--- src/rtl/viterbi_codec.sv ---
// -----------------------------------------------------------------------------
// viterbi_codec
//   Rate-1/2, K=3 convolutional encoder (generators 7,5 octal) and a
//   hard-decision Viterbi decoder with register-exchange survivors. The two
//   paths are independent and share only clk/rst.
//
// Parameters
//   TB_DEPTH  survivor depth in symbols (>= 8)
//   PM_W      path-metric width in bits (>= 4), metrics saturate at 2**PM_W-1
//
// Ports
//   clk           single clock, all logic on posedge
//   rst           synchronous, active-low reset
//   enc_enable_i  encoder input bit valid
//   enc_d_i       encoder data bit
//   enc_valid_o   enc_d_o valid (one cycle after an enabled edge)
//   enc_d_o[1:0]  coded symbol {g0,g1}
//   dec_enable_i  dec_d_i valid
//   dec_d_i[1:0]  received hard symbol, same bit order as enc_d_o
//   dec_valid_o   dec_d_o carries a decoded bit
//   dec_d_o       decoded bit, TB_DEPTH-1 accepted symbols behind the input
//   dec_err_o     (only with VITERBI_METRIC_OUT_EN) received symbol differed
//                 from the expected symbol of the winning branch
//
// Configuration
//   `define VITERBI_METRIC_OUT_EN to add the dec_err_o port and its logic.
// -----------------------------------------------------------------------------
module viterbi_codec #(
  parameter int TB_DEPTH = 16,
  parameter int PM_W     = 6
) (
  input  logic       clk,
  input  logic       rst,
  input  logic       enc_enable_i,
  input  logic       enc_d_i,
  output logic       enc_valid_o,
  output logic [1:0] enc_d_o,
  input  logic       dec_enable_i,
  input  logic [1:0] dec_d_i,
  output logic       dec_valid_o,
  output logic       dec_d_o
`ifdef VITERBI_METRIC_OUT_EN
  ,
  output logic       dec_err_o
`endif
);

  localparam logic [PM_W-1:0]   PM_MAX    = {PM_W{1'b1}};
  localparam logic [PM_W-1:0]   PM_INIT   = PM_W'(8);
  localparam int                FILL_W    = $clog2(TB_DEPTH + 1);
  localparam logic [FILL_W-1:0] FILL_FULL = FILL_W'(TB_DEPTH);
  localparam logic [FILL_W-1:0] FILL_LAST = FILL_W'(TB_DEPTH - 1);

  // ---------------------------------------------------------------------------
  // Encoder: sr[1] is the most recent past bit, sr[0] the one before it.
  // ---------------------------------------------------------------------------
  logic [1:0] sr;

  // NOTE: state registers use non-blocking assignments so every flop samples
  // the pre-edge values, independent of statement order.
  always_ff @(posedge clk) begin
    if (!rst) begin
      sr          <= 2'b00;
      enc_valid_o <= 1'b0;
      enc_d_o     <= 2'b00;
    end else begin
      enc_valid_o <= enc_enable_i;
      if (enc_enable_i) begin
        enc_d_o <= {enc_d_i ^ sr[1] ^ sr[0], enc_d_i ^ sr[0]};
        sr      <= {enc_d_i, sr[1]};
      end
    end
  end

  // ---------------------------------------------------------------------------
  // Decoder state. The oldest survivor bit is only ever consumed
  // combinationally (it is the decoded output), so each stored survivor keeps
  // TB_DEPTH-1 bits and the full TB_DEPTH-bit path exists only in surv_new.
  // ---------------------------------------------------------------------------
  logic [PM_W-1:0]     pm       [4];
  logic [PM_W-1:0]     pm_new   [4];
  logic [PM_W-1:0]     acc      [4];
  logic [TB_DEPTH-2:0] surv     [4];
  logic [TB_DEPTH-1:0] surv_new [4];
`ifdef VITERBI_METRIC_OUT_EN
  logic [1:0]          win_bm   [4];
`endif
  logic [1:0]          best;
  logic [PM_W-1:0]     min_pm;
  logic [FILL_W-1:0]   fill;

  logic [1:0]  st, pu, pl, bm_u, bm_l;
  logic [PM_W:0] cand_u, cand_l, acc_raw;

  function automatic logic [1:0] hamming(input logic [1:0] a, input logic [1:0] b);
    return {1'b0, a[1] ^ b[1]} + {1'b0, a[0] ^ b[0]};
  endfunction

  // Add-compare-select, saturation, normalization and best-state search.
  // NOTE: every variable driven here gets a default first so no path through
  // the block can leave a value unassigned and infer a latch.
  always_comb begin
    st      = 2'b00;
    pu      = 2'b00;
    pl      = 2'b00;
    bm_u    = 2'b00;
    bm_l    = 2'b00;
    cand_u  = '0;
    cand_l  = '0;
    acc_raw = '0;
    min_pm  = PM_MAX;
    best    = 2'b00;
    for (int i = 0; i < 4; i++) begin
      acc[i]      = '0;
      pm_new[i]   = '0;
      surv_new[i] = '0;
`ifdef VITERBI_METRIC_OUT_EN
      win_bm[i]   = 2'b00;
`endif
    end

    for (int ns = 0; ns < 4; ns++) begin
      // ns = {b, x}; predecessors {x,0} (upper) and {x,1} (lower).
      st   = 2'(ns);
      pu   = {st[0], 1'b0};
      pl   = {st[0], 1'b1};
      // Expected {b^s1^s0, b^s0} with s1 = x and s0 = 0 or 1.
      bm_u = hamming(dec_d_i, {st[1] ^ st[0], st[1]});
      bm_l = hamming(dec_d_i, {~(st[1] ^ st[0]), ~st[1]});
      cand_u = {1'b0, pm[pu]} + {{(PM_W-1){1'b0}}, bm_u};
      cand_l = {1'b0, pm[pl]} + {{(PM_W-1){1'b0}}, bm_l};
      // Strict compare: a tie keeps the upper predecessor.
      if (cand_l < cand_u) begin
        acc_raw      = cand_l;
        surv_new[ns] = {surv[pl], st[1]};
`ifdef VITERBI_METRIC_OUT_EN
        win_bm[ns]   = bm_l;
`endif
      end else begin
        acc_raw      = cand_u;
        surv_new[ns] = {surv[pu], st[1]};
`ifdef VITERBI_METRIC_OUT_EN
        win_bm[ns]   = bm_u;
`endif
      end
      acc[ns] = (acc_raw > {1'b0, PM_MAX}) ? PM_MAX : acc_raw[PM_W-1:0];
    end

    // Strict compare: the lowest index wins a tie.
    for (int i = 0; i < 4; i++) begin
      if (acc[i] < min_pm) begin
        min_pm = acc[i];
        best   = 2'(i);
      end
    end

    for (int i = 0; i < 4; i++) begin
      pm_new[i] = acc[i] - min_pm;
    end
  end

  // NOTE: survivors and metrics are reset explicitly: a restart must decode as
  // a fresh stream from state 0, so no history may leak across reset.
  always_ff @(posedge clk) begin
    if (!rst) begin
      pm[0]       <= '0;
      pm[1]       <= PM_INIT;
      pm[2]       <= PM_INIT;
      pm[3]       <= PM_INIT;
      for (int i = 0; i < 4; i++) surv[i] <= '0;
      fill        <= '0;
      dec_valid_o <= 1'b0;
      dec_d_o     <= 1'b0;
    end else if (dec_enable_i) begin
      for (int i = 0; i < 4; i++) begin
        pm[i]   <= pm_new[i];
        surv[i] <= surv_new[i][TB_DEPTH-2:0];
      end
      if (fill != FILL_FULL) fill <= fill + 1'b1;
      // Valid from the edge that accepts the TB_DEPTH-th symbol onward.
      dec_valid_o <= (fill >= FILL_LAST);
      dec_d_o     <= surv_new[best][TB_DEPTH-1];
    end
  end

`ifdef VITERBI_METRIC_OUT_EN
  always_ff @(posedge clk) begin
    if (!rst) begin
      dec_err_o <= 1'b0;
    end else if (dec_enable_i) begin
      dec_err_o <= (win_bm[best] != 2'b00);
    end
  end
`endif

endmodule

--- config.mk ---
export PLATFORM = sky130hd
export DESIGN_NAME = viterbi_codec
export DESIGN_NICKNAME = d
export VERILOG_FILES = /design/src/rtl/viterbi_codec.sv
export SDC_FILE = /design/constraint.sdc
export NUM_CORES = 1
export LEC_CHECK = 0
export CAP_MARGIN = 20
export CORE_ASPECT_RATIO = 1.1
export CORE_MARGIN = 3
export CORE_UTILIZATION = 64
export CTS_CLUSTER_SIZE = 25
export DETAILED_ROUTE_END_ITERATION = 8
export MAX_ROUTING_LAYER = met4
export PLACE_DENSITY_LB_ADDON = 0.12
export SETUP_SLACK_MARGIN = 0.3
export SLEW_MARGIN = 0
export SYNTH_ARGS = -nofsm -noshare
export SYNTH_HDL_FRONTEND = slang
export SYNTH_SLANG_ARGS = --single-unit
--- constraint.sdc ---
create_clock -name clk -period 12.4 [get_ports clk]
set_input_delay 1.86 -clock clk [delete_from_list [all_inputs] [get_ports clk]]
set_output_delay 1.86 -clock clk [all_outputs]
set_load 0.005 [all_outputs]
==> results of run 1 <==
## flip-flops by register name, summed over array words and instances (netlist names)
signal and cells:
enc_valid_o 1, dec_d_o 1, enc_d_o 2, sr 2, dec_valid_o 1, fill 5
pm 24, surv 56
## area by class of cell
cell class | instances | area (sq um) | share of cell area
Timing Repair Buffer | 35 | 297 | 0.0344
Multi-Input combinational cell | 679 | 5000 | 0.580
Sequential cell | 92 | 2630 | 0.306
Clock inverter | 7 | 71.3 | 0.00828
Inverter | 53 | 199 | 0.0231
Tap cell | 150 | 188 | 0.0218
Clock buffer | 9 | 225 | 0.0262
## routing by layer
layer,vias to the layer above,global-route usage,share of wire
met1,3129,0.362,0.42
li1,3103,-,-
met2,263,0.487,0.48
met4,0,0.124,0.037
met5,-,-,0
met3,56,0.0283,0.055
## cells in the mapped netlist, drive strengths merged, types with 7 or more instances
library cell / number
clkbuf: 31
ha: 71
a31oi: 7
xnor2: 38
o21ai: 34
and3: 13
edfxtp: 79
nor2: 95
or2: 9
nand3: 14
nand4: 8
buf: 9
inv: 53
nand2: 80
mux2i: 61
and2: 10
nand2b: 13
o21a: 7
xor2: 27
dfxtp: 13
nor3: 14
nor2b: 19
a21oi: 58
o211ai: 16
a21o: 10
## cells in the final DEF (no fill, tap or decap), types with 10 or more instances in the layout
cell	count
nor2_1	93
edfxtp_1	79
nand2_1	78
ha_1	69
mux2i_1	58
a21oi_1	54
inv_1	53
xnor2_1	37
xor2_1	26
o21ai_0	26
buf_4	23
nor2b_1	16
and3_1	13
nand3_1	13
o211ai_1	13
dfxtp_1	13
nand2b_1	12
nor3_1	11
a21o_1	10
clkdlybuf4s50_1	10
## path summary, 6_finish.rpt
path	from	end	slack, ps	cells past startpoint
worst max register to register	pm[0][1]$_SDFFCE_PN0P_	pm[3][5]$_SDFFCE_PN0P_	2860	44
worst max-delay path	dec_d_i[1]	pm[3][5]$_SDFFCE_PN0P_	770	46
worst min-delay path	dec_d_o$_SDFFE_PN0P_	dec_d_o$_SDFFE_PN0P_	480	2
worst min register to register	dec_d_o$_SDFFE_PN0P_	dec_d_o$_SDFFE_PN0P_	480	2
## metrics by stage
step	instance area (sq um)	util
after floorplan	7830	-
after global placement	8100	0.693
after detailed placement	8100	0.693
after CTS	8400	0.718
after global routing	8610	0.736
final	8610	0.736
## cells by family after synthesis
| logic type | Yosys count | synth area share |
|---|---|---|
| AND/OR/NAND/NOR | 290 | 0.176 |
| flip-flops | 92 | 0.336 |
| multiplexers | 66 | 0.0852 |
| adder cells (fa/ha/maj) | 74 | 0.117 |
| AO/OA/AOI/OAI | 184 | 0.165 |
| buffers and inverters | 93 | 0.0472 |
| XOR/XNOR | 65 | 0.0737 |
## timing repair
item                                    CTS  global route
gates resized for setup                   1            34
hold buffers                              0             0
setup buffers                             0             8
endpoints found under the setup margin    2            24
pin swaps                                 0             4
## worst max-delay path, delay by kind of cell
family / cells / cell delay, ps
compound gates: 18 / 3500
simple gates: 11 / 2220
fa+ha+maj: 7 / 1990
buf+inv: 6 / 1270
mux: 3 / 750
xor+xnor: 1 / 200
==> summary.md, run 1 <==
The die outline area was 13600 sq um; the first-pass detailed-route iteration total was 5. Once detail routing completed, the nets flagged for antenna violations numbered 0. In the synthesized netlist the dominant register cell turns out to be edfxtp_1.

No sink is reached through more buffers than the 2 on the longest clock path. Buffers inserted during clock tree synthesis total 9. Derived from the worst setup path, the maximum achievable clock frequency is 86.0 MHz. For this block, the initial DRC count from the detailed router was 582. The share of flip-flops with an asynchronous set or reset after synthesis works out to 0. After synthesis the cells add up to 7830 sq um. Compared with the post-synthesis result, the final layout area differs by 10.0%. Across all layers, the routed design uses 6551 vias.

Final worst-path cycle share: 0.938. The initial cell density of the core was 0.669. At the end of routability-driven placement, the weighted congestion stood at 1.01. Using the TritonRoute via totals, the vias-per-cell ratio works out to 6.39. The sequential-to-total area share from yosys stat is 0.336, and the number of cells after detailed placement is 1001. Counting I/O delays and the setup requirement, the final critical path takes 11630 ps.

For the worst setup path, the data arrival time is 11820 ps. Across the run, the number of max-cap violations was 0. Synthesis produced a netlist whose cell count is 864.

All-layer global routing usage: 0.290. The logs give 483 ps for the minimum hold slack and 19400 um for the aggregate routed wire length. The layout cell share with drive strength beyond 1 works out to 0.112.

The worst hold path belongs to the class reg -> reg. The cell seen most often among critical-path stages was ha_1. The overall die height is 122 um.

The count of final hold-check violations is 0, and the highest cell delay on the worst timing path is 550 ps. The average instance in the mapped netlist occupies 9.06 sq um. For this design, the slowest cell found on the critical path is clkdlybuf4s50_1. Top-area cell type share of the netlist area: 0.303.

The logs give 3 for the deepest level of the CTS H-tree and 0 for the number of inserted diodes. The clock sink count is 92, and the area inside the core boundary is 11700 sq um. After the flow finishes, the layout carries non-filler instances totaling 1025. The number of nets produced by synthesis is 942.

Setup repair after global routing left no endpoint under its margin. Summed over all nets, the half-perimeter wirelength after detailed placement is 14200 um. Dividing the detail-routed wire length by the instance count gives 19.0 um. At the placement stage, the worst setup path has a slack of -56.8 ps. The sum of negative setup slack was 0 ps; the number of port buffers was 11.

The run gives 81 as the largest net degree at the start of global routing. The tree is rooted in a clkbuf_16. The standard-cell row count is 41, and the number of enable flip-flop cells after synthesis is 79. The tools report the number of antenna violations at the first check in global routing as 0. TritonCTS built the clock tree. After global routing the overflow that remains totals 0.

The final-layout fill cell count was 883. The global-route wire length before repair was 30900 um. The number of unique standard cell types used by synthesis is 81. The logs give 6405 for the number of global-route vias before repair and 0 for the final number of setup-violating endpoints.

The die width is 111 um. The path type of the worst setup path is in -> reg. Data on the critical path is required at its endpoint by 12600 ps. The Yosys step of the flow raised 0 warnings.

Clock-pin slew was measured on the worst setup and hold paths at 70 ps. The kind of launch point of the worst setup path was an input pin. For this design the top-level I/O count stands at 12. Clock latency on the worst-skew pair: 350 ps.

Of all nets on the critical path, the largest fanout is 11. In the post-synthesis netlist, the biggest area contributors are edfxtp_1 30%, ha_1 11%, mux2i_1 7.8%. The category of the worst setup path capture point is a flop.

Once routing completed, OpenROAD measured the worst setup slack at 775 ps. The final layout contains 948 nets. The run finished with clean final reports. On the final layout, the worst clock skew is 8.67 ps. Counting flops and latches in the post-synthesis netlist gives 92.

The final number of max-transition violations came out at 0. The synthesized design spends more area on one cell type than any other, namely edfxtp_1. For the pin with the worst max-slew slack, the measured transition is 1030 ps. For the remaining routing DRC violations, the log shows 0. The relative max-transition margin is 0.313.
Power of run 1 is not shown: default switching activity piles up to over one toggle a cycle in this logic, so the estimate is an artifact.
==> run 2: changes to the inputs <==
CORE_UTILIZATION = 58   (was 64)
clock period = 10.2 ns   (was 12.4 ns; I/O delays follow)
==> summary.md, run 2 (synthesis results as in run 1) <==
The clock slew seen by the registers of the worst setup and hold paths was 70 ps. The flow ran to the end, and the final reports show no timing, DRC or antenna violations. The path category of the worst min-delay check was reg -> reg. The slew at the pin closest to its max-slew limit was 1050 ps.

The register with the most flip-flops in the layout has 56 of them. The worst hold path stage count is 1. TritonCTS built the clock tree. Counting along the longest clock path gives a buffer depth of 2. The total buffers and inverters traversed by the critical path came out at 9.

Counting cells, the worst reg-to-reg path comes to 42. The routed design uses 11300 um of met2 wire. 0 antenna diodes ended up in the layout. Along the worst path, the maximum fanout reaches 10.

The final worst-path cycle share works out to 0.985. The worst setup path is captured at a flop. In the layout the commonest cells are 133 x buf_4, 87 x nor2_1, 79 x edfxtp_1. The tree is rooted in a clkbuf_16. Number of port buffers: 11. The layout cell share with drive strength beyond 1 was 0.317. Largest register by flop count: surv. In this design, the largest share of critical-path delay is due to compound AO/OA/AOI/OAI gates.

The clock sink count was 92. The floorplan step set the die height to 128 um. The initial cell density of the core is 0.606. The largest registers in the layout are surv: 56 flops, pm: 24 flops, fill: 5 flops. The finished layout cell area is 10300 sq um, and the die outline area is 14900 sq um.

After detailed routing, no signal wire sits above met4. Setup repair after global routing could not meet its margin everywhere. The later pin in the worst-skew pair is clocked with a latency of 350 ps. Data on the critical path arrives at its endpoint at 10140 ps. In this run the number of cells on the critical path is 46.

The number of global-route vias before repair was 6967; the detail-routed net length per standard cell was 19.4 um. For this run, the slowest stage of the critical path takes 400 ps. Derived from the worst setup path, the maximum achievable clock frequency is 99.5 MHz. Summing all placed instances gives a cell area of 9240 sq um. The worst slack at placement was -829 ps; the number of clock buffers inserted by TritonCTS was 9. The leftover overflow at the end of global routing is 0, and the clock skew is 7.47 ps.

Number of top-level pins: 12. On the critical path, the stage with the largest delay is an instance of ha_1. The relative area change from synthesis to final layout is 31.8%, and the largest net degree at the start of global routing is 81. The setup slack after layout is 149 ps. The relative max-transition margin is 0.302, and the global-route wire length before repair is 34600 um. The critical path is of the in -> reg type. The met3 wire length is 1110 um, and the first-iteration detailed-routing DRC count is 550.

In this run the remaining antenna-violating nets after routing total 0. Setup violations remaining at the end of the flow were counted as 0. The tools report the detailed placement HPWL as 16000 um. The area inside the core boundary is 12900 sq um.

In this run the number of H-tree levels came out at 3. The tools report the kind of launch point of the worst setup path as an input pin. The final number of max-transition violations is 0, and the die width is 117 um. Using the TritonRoute via totals, the vias-per-cell ratio works out to 6.12. Setup slack on the worst reg-to-reg path comes out at 1130 ps.

Data on the critical path is required at its endpoint by 10290 ps. The congestion estimate from routability-driven global placement came to 0.993. The logs give 0 for the count of final hold-check violations and 43 for the standard-cell row count. The all-layer global routing usage is 0.304, and the overall via count from detail_route is 7033. For this block, wires on met1 add up to 9340 um. Counting I/O delays and the setup requirement, the final critical path takes 10050 ps.

The max-capacitance violation count is 0, and the remaining routing DRC violations is 0. The first detailed-routing pass took 7 iterations. The tools report the sum of negative setup slack as 0 ps.

The run gives 22300 um as the aggregate routed wire length. For this run, the post-layout net count is 1066. Leaving out fill and tap cells, the most frequent cell in the layout is buf_4.

Number of antenna violations at the first check in global routing: 0.
-- run 2: changes by cell type in the layout (fill, tap and decap cells not counted), sizes merged --
cell,delta
bufinv,+1
clkinv,-1
clkinvlp,+1
buf,+120
dlymetal6s2s,-1
inv,-1
clkdlybuf4s50,-1
-- run 2: cell type report --
class                   instances  area, sq um
multi-input cells             679         5740
fillers                       791         2600
clock inverters                 7         93.8
flip-flops and latches         92         2630
well taps                     157          196
repair buffers                153         1220
clock buffers                   9          225
inverters                      53          214
-- run 2: path summary, 6_finish.rpt --
kind / startpoint / to
worst max-delay path: dec_d_i[0] / pm[1][5]$_SDFFCE_PN0P_
worst min-delay path: enc_d_o[0]$_SDFFE_PN0P_ / enc_d_o[0]$_SDFFE_PN0P_
worst max register to register: pm[0][1]$_SDFFCE_PN0P_ / pm[1][5]$_SDFFCE_PN0P_
worst min register to register: enc_d_o[0]$_SDFFE_PN0P_ / enc_d_o[0]$_SDFFE_PN0P_
-- run 2: layer usage --
| layer | track usage | vias to the layer above |
|---|---|---|
| met5 | - | - |
| met4 | 0.0769 | 0 |
| met3 | 0.0378 | 58 |
| met2 | 0.533 | 244 |
| met1 | 0.371 | 3384 |
| li1 | - | 3347 |
-- run 2: stage by stage --
stage	util	instances	hold slack (ps)
6_report	0.799	1150	479
5_1_grt	0.799	1150	497
4_1_cts	0.763	1141	483
3_5_place_dp	0.715	1113	466
3_3_place_gp	0.715	1113	462
2_1_floorplan	-	864	462
-- run 2: what timing repair did --
action                     4_1_cts  5_1_grt
setup endpoints to repair       25       21
gates resized for setup         55       74
hold buffers                     0        0
buffers inserted                12        9
cloned                           0        0
pin swaps                       30       38
Power of run 2 is left out for the same reason.
==> run 3: changes to the inputs <==
ABC_CLOCK_PERIOD_IN_PS = 10200   (was default)
==> results of run 3 <==
The final DEF is identical to that of run 2; final timing and power are the same.
Power of run 3 is left out for the same reason.
==> edit 1 (settings of run 1) <==
The parameter `PM_W` goes from 6 to 12.
--- a/src/rtl/viterbi_codec.sv
+++ b/src/rtl/viterbi_codec.sv
@@ -27,7 +27,7 @@
 // -----------------------------------------------------------------------------
 module viterbi_codec #(
   parameter int TB_DEPTH = 16,
-  parameter int PM_W     = 6
+  parameter int PM_W     = 12
 ) (
   input  logic       clk,
   input  logic       rst,
Function: no difference found for any inputs over 10 cycles, from zero or initial values and one cycle with rst low; that may be too few to reach the edited logic, so the function may still have changed.
==> edit 1 against run 1 <==
  * Synthesized cell count increased by 59%
  * Synthesized area increased by 54%
  * Sequential cell count increased by 24
  * Critical endpoint is now pm[0][10]
  * Cell area increased by 81%
  * Highest routed layer unchanged
  * Utilization increased by 13 points
  * Fmax decreased by 4.5%
  * Routed wire length increased by 110%
  * Clock skew increased by 7.4 ps
  * First-iteration DRC count increased by 120%
  * Setup slack got worse by 540 ps
Power is left out: the tool's default activity adds up to more than one toggle a clock period on the data nets, which glitch-free logic cannot reach.
==> edit 1: results (changes against run 1) <==
Clock Latency Late Sink 430 ps (+80 ps); Total Nets Final 1750 (+85%); most common library cells after synthesis nor2_1, ha_1, nand2_1; pre-CTS setup slack -728 ps (-671 ps); largest registers surv x56, pm x48, fill x5; first-pass iteration count of the detailed router 6 (+1); Met2 Wirelength 19.2 mm (+100%); Area contributors post-synth edfxtp_1, ha_1, mux2i_1; # fillers 988 (+12%); Num CTS Buffers 17 (+8); Reg clk slew, reported paths 60 ps; CP Max Fanout 8 (-3); routability congestion estimate 1.05 (+3.5%); WL met3 3.80 mm (+260%); Worst-Margin Slew 1060 ps (+32.7 ps); CP Data Arrival Time 12310 ps (+490 ps); vias 11800 (+80%); max incr delay on CP 400 ps (-150 ps); H-tree levels 4 (+1); number of I/O port buffers 11 (unchanged); first-pass GRT wire length 58.7 mm (+90%); Syn. warnings 0 (unchanged); number of global-route vias before repair 11100 (+74%); Layout Skew 16.1 ps (+7.43 ps); antenna violations before repair 0 (unchanged); wire per inst 22.0 µm (+16%); placed cell area 0.0140 mm² (+73%); Synth Net Count 1514 (+61%); Post-synth EDFFs 103 (+30%); Crit-path slowest cell fa_2; Final HPWL DP 28.8 mm (+100%); status completed; Unique masters post-synth 85 (+4.9%); post-synthesis sequential area ratio 27.9% (-5.8 points); largest net degree at the start of global routing 73 (-9.9%); layout cells sized above 1 27.7% (+16 points); iteration-0 DRC count of the detailed router 1272 (+120%); GRT Util Overall 38.8% (+9.7 points); M1 WL 15.6 mm (+89%); CTS max path bufs 2 (unchanged)
-- edit 1: cell count changes in the layout (fill, tap and decap cells not counted), moves of 22 or more --
cell      before  now
buf_4         23  244
edfxtp_1      79  103
ha_1          69  110
nand2_1       78  100
nor2_1        93  195
xnor2_1       37   71
xor2_1        26   52
-- edit 1: final timing paths --
path	endpoint	cells after the start	slack, ps	start
max	pm[0][10]	56	230	dec_d_i[0]
min	surv[2][0]	1	510	surv[2][0]
max reg2reg	pm[0][10]	52	1660	pm[3][1]
min reg2reg	surv[2][0]	1	510	surv[2][0]
-- edit 1: cell families after synthesis --
family                   after synthesis  synth area share, %
AO/OA/AOI/OAI                        259                 15.0
flip-flops                           116                 27.9
multiplexers                         103                 9.13
AND/OR/NAND/NOR                      492                 19.5
XOR/XNOR                             132                 9.61
buffers and inverters                129                 4.19
adder cells (fa/ha/maj)              139                 14.7
-- edit 1: final cells by class --
type | instances | area [µm²] | area share [%]
Clock buffer | 22 | 529 | 3.40
Clock inverter | 10 | 106 | 0.684
Inverter | 78 | 307 | 1.97
Multi-Input combinational cell | 1126 | 8870 | 57.0
Sequential cell | 116 | 3350 | 21.6
Tap cell | 238 | 298 | 1.91
Timing Repair Buffer | 267 | 2090 | 13.4
-- edit 1: what timing repair did --
action                     in CTS  in global routing
resized for setup              31                 84
gates cloned                    1                  0
setup buffers                  21                 20
pin swaps                      20                 61
setup endpoints to repair      30                 32
-- edit 1: metrics by stage --
step,TNS [ps],instances
floorplan,0,1370
global placement,-4640,1783
detailed placement,-13440,1783
CTS,0,1837
global route,-19.8,1857
finish,0,1857
-- edit 1: layer usage --
layer	vias to the layer above	track usage [%]
met3	176	5.65
met2	659	62.1
met5	-	-
li1	5349	-
met4	0	19.0
met1	5603	48.0
==> edit 2 (config.mk and constraints of run 1) <==
Made on the original files. Add an input register stage for `enc_enable_i`, `enc_d_i` and `dec_d_i`, without a reset; this delays them by one clock. The other inputs are not delayed to match.
--- a/src/rtl/viterbi_codec.sv
+++ b/src/rtl/viterbi_codec.sv
@@ -51,6 +51,16 @@
   localparam logic [FILL_W-1:0] FILL_FULL = FILL_W'(TB_DEPTH);
   localparam logic [FILL_W-1:0] FILL_LAST = FILL_W'(TB_DEPTH - 1);
 
+  logic enc_enable_q;
+  logic enc_d_q;
+  logic [1:0] dec_d_q;
+
+  always_ff @(posedge clk) begin
+    enc_enable_q <= enc_enable_i;
+    enc_d_q      <= enc_d_i;
+    dec_d_q      <= dec_d_i;
+  end
+
   // ---------------------------------------------------------------------------
   // Encoder: sr[1] is the most recent past bit, sr[0] the one before it.
   // ---------------------------------------------------------------------------
@@ -64,10 +74,10 @@
       enc_valid_o <= 1'b0;
       enc_d_o     <= 2'b00;
     end else begin
-      enc_valid_o <= enc_enable_i;
-      if (enc_enable_i) begin
-        enc_d_o <= {enc_d_i ^ sr[1] ^ sr[0], enc_d_i ^ sr[0]};
-        sr      <= {enc_d_i, sr[1]};
+      enc_valid_o <= enc_enable_q;
+      if (enc_enable_q) begin
+        enc_d_o <= {enc_d_q ^ sr[1] ^ sr[0], enc_d_q ^ sr[0]};
+        sr      <= {enc_d_q, sr[1]};
       end
     end
   end
@@ -125,8 +135,8 @@
       pu   = {st[0], 1'b0};
       pl   = {st[0], 1'b1};
       // Expected {b^s1^s0, b^s0} with s1 = x and s0 = 0 or 1.
-      bm_u = hamming(dec_d_i, {st[1] ^ st[0], st[1]});
-      bm_l = hamming(dec_d_i, {~(st[1] ^ st[0]), ~st[1]});
+      bm_u = hamming(dec_d_q, {st[1] ^ st[0], st[1]});
+      bm_l = hamming(dec_d_q, {~(st[1] ^ st[0]), ~st[1]});
       cand_u = {1'b0, pm[pu]} + {{(PM_W-1){1'b0}}, bm_u};
       cand_l = {1'b0, pm[pl]} + {{(PM_W-1){1'b0}}, bm_l};
       // Strict compare: a tie keeps the upper predecessor.
Function: changed (a bounded check fails within 4 cycles, from zero or initial values and one cycle with rst low).
==> edit 2 against run 1 <==
  * Synthesized area increased by 2.1%
  * Routed wire length is 4.1% higher
  * Global-route usage increased by 1.4 points
  * Setup slack improved by 78 ps
  * Sequential cell count grew 4
  * Cell area up 0.32%
  * Critical endpoint is now pm[3][4]
Power is left out: the tool's default activity adds up to more than one toggle a clock period on the data nets, which glitch-free logic cannot reach.
==> edit 2: results (changes against run 1) <==
H-tree levels 3 (unchanged); sequential cells 96 (+4.3%); routability congestion estimate 0.975 (-3.5%); #MultiIn Comb 687 (+1.2%); Synth Area in Compound Gates 16.1% (-0.36 points); Synth Net Count 953 (+1.2%); max incr delay on CP 530 ps (-20 ps); Final HPWL DP 14.9 mm (+5.3%); most common library cells after synthesis nand2_1, nor2_1, edfxtp_1; Layout clock area frac 3.77% (+0.32 points); post-synthesis adder-cell area fraction 11.4% (-0.32 points); Area contributors post-synth edfxtp_1, ha_1, mux2i_1; GRT Util Overall 30.4% (+1.4 points); post-synthesis sequential area ratio 33.9% (+0.30 points); # fillers 905 (+2.5%); CP Data Arrival Time 11610 ps (-210 ps); Worst-Margin Slew 1070 ps (+41.2 ps); number of global-route vias before repair 6299 (-1.7%); CP Max Fanout 18 (+7); status completed; M1 WL 8.48 mm (+2.8%); non-clk buf share 2.27% (-1.2 points); multi-input logic area 0.00499 mm² (-0.10%); Layout Skew 12.9 ps (+4.19 ps); Unique masters post-synth 86 (+6.2%); sequential cell area share 31.4% (+0.83 points); Antenna Cells 0 (unchanged); Met2 Wirelength 10.1 mm (+7.3%); XOR/XNOR share of the synthesized area 6.67% (-0.70 points); layout cells sized above 1 8.30% (-2.9 points); post-CTS sizing 0 (-1)
==> edit 2: changes by cell type in the layout (fill, tap and decap cells not counted), sizes merged, moves of 7 or more <==
cell	before	now
mux2i	61	68
buf	24	11
nor3	14	7
nand2	80	97
o21ai	34	42
o211ai	16	7
==> edit 2: path summary, 6_finish.rpt <==
check	startpoint	endpoint	slack (ps)	cells after the start
setup / recovery	dec_d_q[0]	pm[3][4]	850	47
hold / removal	enc_d_o[0]	enc_d_o[0]	490	1
setup reg to reg	dec_d_q[0]	pm[3][4]	850	47
hold reg to reg	enc_d_o[0]	enc_d_o[0]	490	1
==> edit 2: logic make-up (layout without fill, tap and decap cells) <==
group           after synthesis  after routing
fa+ha+maj                    73             73
buf+inv                      91             96
xor+xnor                     60             60
simple gates                294            294
flops                        96             96
mux                          77             77
compound gates              183            183
==> edit 2: worst max-delay path: cells and delay by family, from the launching register on <==
kind	cells	cell delay (ps)
compound gates	15	3580
xor+xnor	1	190
fa+ha+maj	8	2260
buf+inv	6	710
flops	1	410
mux	4	1270
simple gates	13	2820
==> edit 2: metrics by stage <==
| step | std cells | setup slack [ps] | instance area, µm² | hold WS [ps] | utilization, % |
|---|---|---|---|---|---|
| finish | 1033 | 853 | 8640 | 494 | 71.1 |
| global route | 1033 | 282 | 8640 | 522 | 71.1 |
| CTS | 1029 | 431 | 8560 | 495 | 70.5 |
| detailed placement | 1013 | 477 | 8230 | 483 | 67.8 |
| global placement | 1013 | 808 | 8230 | 461 | 67.8 |
| floorplan | 874 | 1860 | 7990 | 461 | - |
==> edit 2: layer usage <==
layer	vias to the layer above	global-route usage, %
li1	3135	-
met1	3186	38.6
met2	242	50.6
met3	48	2.89
met4	0	12.1
met5	-	-
